===== src/rtl/bus_arbiter_4way.sv =====
// Four-way round-robin bus arbiter driving a one-hot grant, encoded select and bus enable.
// Define ARB_HOLD_LIMIT_EN to cap an owner's tenure at MAX_HOLD cycles while others wait.
module bus_arbiter_4way #(
    parameter int unsigned MAX_HOLD = 8
) (
    input  logic       clk,
    input  logic       rst_n,
    input  logic [3:0] req,
    output logic [3:0] grant,
    output logic [1:0] sel,
    output logic       bus_en
);

    // state | meaning
    // IDLE  | no owner, grant all-zero, sel holds last owner
    // OWNED | one owner, grant one-hot at sel, bus_en high
    typedef enum logic {
        IDLE  = 1'b0,
        OWNED = 1'b1
    } state_t;

    localparam logic [7:0] HOLD_LAST = 8'(MAX_HOLD - 1);

    state_t     state_q;
    logic [3:0] grant_q;
    logic [1:0] sel_q;
    logic       bus_en_q;
    logic [1:0] ptr_q;

    logic       pick_vld;
    logic [1:0] pick_idx;
    logic       owner_req;
    logic       hold_expired;
    logic       handoff;

    // Descending offsets so the smallest offset from ptr wins the search.
    always_comb begin
        pick_vld = 1'b0;
        pick_idx = ptr_q;
        for (int i = 3; i >= 0; i--) begin
            logic [1:0] idx;
            idx = ptr_q + 2'(i);
            if (req[idx]) begin
                pick_vld = 1'b1;
                pick_idx = idx;
            end
        end
    end

    assign owner_req = req[sel_q];

`ifdef ARB_HOLD_LIMIT_EN
    logic [7:0] hold_q;
    logic       others_req;

    assign others_req   = |(req & ~grant_q);
    assign hold_expired = (hold_q == HOLD_LAST) && others_req;
`else
    logic unused_hold;

    assign unused_hold  = ^HOLD_LAST;
    assign hold_expired = 1'b0;
`endif

    assign handoff = (state_q == IDLE) || !owner_req || hold_expired;

    always_ff @(posedge clk) begin
        if (!rst_n) begin
            state_q  <= IDLE;
            grant_q  <= 4'b0000;
            sel_q    <= 2'b00;
            bus_en_q <= 1'b0;
            ptr_q    <= 2'b00;
`ifdef ARB_HOLD_LIMIT_EN
            hold_q   <= 8'd0;
`endif
        end else if (handoff) begin
            if (pick_vld) begin
                state_q  <= OWNED;
                grant_q  <= 4'b0001 << pick_idx;
                sel_q    <= pick_idx;
                bus_en_q <= 1'b1;
                ptr_q    <= pick_idx + 2'd1;
            end else begin
                state_q  <= IDLE;
                grant_q  <= 4'b0000;
                bus_en_q <= 1'b0;
            end
`ifdef ARB_HOLD_LIMIT_EN
            hold_q <= 8'd0;
`endif
        end else begin
`ifdef ARB_HOLD_LIMIT_EN
            // Saturates so a lone owner keeps the bus indefinitely.
            if (hold_q != HOLD_LAST) begin
                hold_q <= hold_q + 8'd1;
            end
`endif
        end
    end

    assign grant  = grant_q;
    assign sel    = sel_q;
    assign bus_en = bus_en_q;

endmodule


===== config.mk =====
export PLATFORM = sky130hd
export DESIGN_NAME = bus_arbiter_4way
export DESIGN_NICKNAME = d
export VERILOG_FILES = /design/src/rtl/bus_arbiter_4way.sv
export SDC_FILE = /design/constraint.sdc
export NUM_CORES = 1
export LEC_CHECK = 0
export CORE_AREA = 2 2 39 41
export DETAILED_ROUTE_END_ITERATION = 8
export DIE_AREA = 0 0 41 43
export PLACE_DENSITY = 0.64
export SLEW_MARGIN = 20
export SYNTH_ARGS = -nofsm -noshare
export SYNTH_HDL_FRONTEND = slang
export SYNTH_SLANG_ARGS = --single-unit

===== constraint.sdc =====
create_clock -name clk -period 2 [get_ports clk]
set_input_delay 0.2 -clock clk [delete_from_list [all_inputs] [get_ports clk]]
set_output_delay 0.2 -clock clk [all_outputs]
set_load 0.1 [all_outputs]

==> run summary <==
The I/O pin total is 13. The detail route stage leaves a number of antenna-violating nets equal to 0. The finished cells cover 604 sq um.

The synthesis warning total came out at 0. The simple-gate share of the synthesized area is about 15%. The worst setup path is launched from an input port.

The first global-routing pass estimated 1570 um of wire. The worst setup path is captured at a flop. The count of maximum capacitance violations came out at 0. The effective utilization at floorplan came out at 32.2%.

In this run the vertical extent of the chip is 43 um. In this run the power density over the cells is ~1100 nW/um^2. The H-tree depth is 1.

The total number of nets in the final design came out at 71. After clock tree synthesis, the setup repair step added 0 buffers. The total leakage power came out at 0.284 nW. On the worst path, the slowest cell contributes a delay of 0.54 ns.

The row count is 14. The horizontal extent of the die came out at between 40 and 50 um. For this design, the sink count on the clock tree is 9.

Buffers inserted during clock tree synthesis total 3. The fmax is 0.609 GHz. The final standard cell utilization of the core is 43.7%. The setup violation total in the final timing report is 0. Of the total synthesized cell area, the portion taken by full adders, half adders and majority gates is 0%. The worst endpoint data arrival time came out at 1.84 ns. The clock arrives with 0.00118 ns of skew. The number of buffers on the longest clock path is 2.

The count of distinct cell types in the synthesized netlist is 21. The core area is ~1400 sq um. The average instance in the mapped netlist occupies between 9 and 10 sq um. Summed over its instances, the top area cell type makes up between 40% and 50% of the synthesized netlist area. The number of endpoints with negative hold slack in the final report is 0. The average vias per placed instance is 5.10. The tightest hold path in the finished design has a slack of 0.472 ns. The area growth from synthesis to layout came out at 35.7%. After synthesis the netlist holds a flip-flop and latch count of 9.

The CTS root buffer is sky130_fd_sc_hd__clkbuf_4. The category of the most critical setup path is input port to flop. In the final routed layout, each cell accounts on average for 11.6 um.

The clock-pin slew of the registers on the worst-case setup and hold paths is 0.06 ns. Hold repair after CTS inserted 0 buffers. The synthesized-area fraction occupied by ao, oa, aoi and oai cells is between 30% and 40%. The total detailed-routing wirelength is ~930 um. When the netlist entered floorplanning its net count stood at 53. The number of filler instances in the final layout came out at 135. The largest fanout on the critical path came out at 6.

After layout, the worst path uses between 80% and 90% of the clock period. By area, the combinational part of the netlist is dominated by compound AO/OA/AOI/OAI gates. The maximum number of pins on one net before global-route repair is 7. The final number of max-transition violations came out at 0. TritonCTS built the clock tree. After layout, the minimum clock period comes to 1.64 ns. The via count of the first global-routing pass is roughly 380. Counting every instance in the synthesized netlist gives 47. The required time of the critical path is about 2.2 ns. The sequential share of the synthesized area is between 40% and 50%. The vias after detailed routing came out at 408. The layout cell share with drive strength beyond 1 is 29.7%. 0 antenna diodes ended up in the layout. The initial antenna violation count came to 0. The min-delay analysis places its worst path in the category flop to flop. The HPWL after detailed placement is 735 um.

The multiplexer share of the synthesized area came out at 5.06%. In the post-synthesis netlist, the biggest area contributors are sky130_fd_sc_hd__dfxtp_1 (40%), sky130_fd_sc_hd__a22o_1 (5.9%), sky130_fd_sc_hd__mux4_2 (5.1%). Once the clock tree was built, the resizer swapped 0 gates to a different size. The pre-CTS worst setup slack is 0.112 ns. The number of remaining DRC errors is 0.

The final worst slack came out at ~0.36 ns. The clock insertion delay at the later pin of the skew report came out at 0.25 ns. The setup total negative slack came out at 0 ns. At the pin with the least slew margin, the transition time is 0.394 ns. The total overflow reported by the global router came out at 0.

Measured against its own limit, the worst slew margin works out to 73.6%. The global placement routability congestion came out at 0.777. Setup repair after global routing left no endpoint under its margin. The signal on the critical path passes through clkdlybuf4s50_1 -> mux4_2 -> a22o_1 -> nor2_2 -> a32o_1.

The post-synthesis share of cell area spent on xor and xnor gates came out at 1.97%. During placement, the flow inserted port buffers numbering 12. Summing all placed instances gives a cell area of 578 sq um. Of all cell types, the one taking the most synthesized area is sky130_fd_sc_hd__dfxtp_1. The master of the slowest instance on the critical path is sky130_fd_sc_hd__mux4_2.

The full die area is 1760 sq um. The synthesized area is between 400 and 500 sq um. The total track usage is between 10% and 20%. The count of TritonRoute iterations in the first routing pass is 5. The flow ran to the end, and the final reports show no timing, DRC or antenna violations. The highest ir drop seen on vdd is 0.369 mV. For this block, the initial DRC count from the detailed router was 14.
worst paths after layout:
path            start  cells after the start  slack, ns       end
min          grant[1]                      1       0.47  grant[1]
min reg2reg  grant[1]                      1       0.47  grant[1]
max reg2reg    sel[0]                      4       0.43  grant[3]
max            req[0]                      5       0.36  grant[3]
synth_stat cells, drive strengths merged:
cell / instances
a211oi: 1
a21oi: 4
a22o: 3
a22oi: 2
a32o: 2
and2: 1
and3: 2
dfxtp: 9
inv: 5
mux4: 1
nand2: 4
nor2: 6
nor3b: 1
o21ai: 1
o221ai: 2
o22a: 1
o22ai: 1
xor2: 1
flip-flops by register name, indices dropped and copies added, names as in the netlist:
register,count
grant,4
ptr_q,2
sel,2
bus_en,1
where the power goes:
group	switching [W]	internal (W)
clock network	0.0000571	0.0000765
logic	0.000200	0.0000889
registers	0.0000231	0.000207
cells in the final DEF (no fill, tap or decap):
cell type	n
sky130_fd_sc_hd__dfxtp_2	2
sky130_fd_sc_hd__a211oi_1	1
sky130_fd_sc_hd__a32o_2	1
sky130_fd_sc_hd__and2_4	1
sky130_fd_sc_hd__o21ai_0	1
sky130_fd_sc_hd__and3_1	2
sky130_fd_sc_hd__clkdlybuf4s50_1	5
sky130_fd_sc_hd__nor3b_1	1
sky130_fd_sc_hd__clkbuf_4	3
sky130_fd_sc_hd__mux4_2	1
sky130_fd_sc_hd__nor2_1	5
sky130_fd_sc_hd__nor2_2	1
sky130_fd_sc_hd__o22ai_1	1
sky130_fd_sc_hd__xor2_1	1
sky130_fd_sc_hd__inv_1	5
sky130_fd_sc_hd__nand2_1	4
sky130_fd_sc_hd__a22oi_2	1
sky130_fd_sc_hd__clkbuf_1	1
sky130_fd_sc_hd__dfxtp_1	7
sky130_fd_sc_hd__a21oi_1	4
sky130_fd_sc_hd__o22a_1	1
sky130_fd_sc_hd__a22oi_4	1
sky130_fd_sc_hd__a32o_1	1
sky130_fd_sc_hd__buf_4	8
sky130_fd_sc_hd__a22o_1	3
sky130_fd_sc_hd__o221ai_1	2
critical path: cells and delay by family:
kind | cells | cell delay [ns]
AO/OA/AOI/OAI | 2 | 0.47
buffers and inverters | 1 | 0.49
multiplexers | 1 | 0.54
AND/OR/NAND/NOR | 1 | 0.15
per-stage QoR:
| step | instances | total power, W |
|---|---|---|
| floorplan | 47 | 0.000458 |
| global placement | 76 | 0.000523 |
| detailed placement | 76 | 0.000522 |
| CTS | 80 | 0.000661 |
| global route | 80 | 0.000693 |
| finish | 80 | 0.000653 |
logic make-up after synthesis:
logic type | after synthesis
XOR/XNOR | 1
buffers and inverters | 5
multiplexers | 1
AND/OR/NAND/NOR | 14
flip-flops | 9
AO/OA/AOI/OAI | 17
area by class of cell:
class                      count  area (sq um)  share of cell area (%)
multi-input combinational     33           246                    40.8
tap                           16          20.0                    3.31
clock buffer                   4          26.3                    4.35
sequential                     9           183                    30.2
timing repair buffer          13           110                    18.2
inverter                       5          18.8                    3.11
layer usage:
layer	global-route usage (%)	up-vias	wire length (um)
li1	-	209	-
met1	15.4	194	452
met2	20.3	5	457
met3	9.42	0	16
met4	2.00	0	0
met5	0	-	0
No activity file was read; power rests on OpenSTA's default activity.
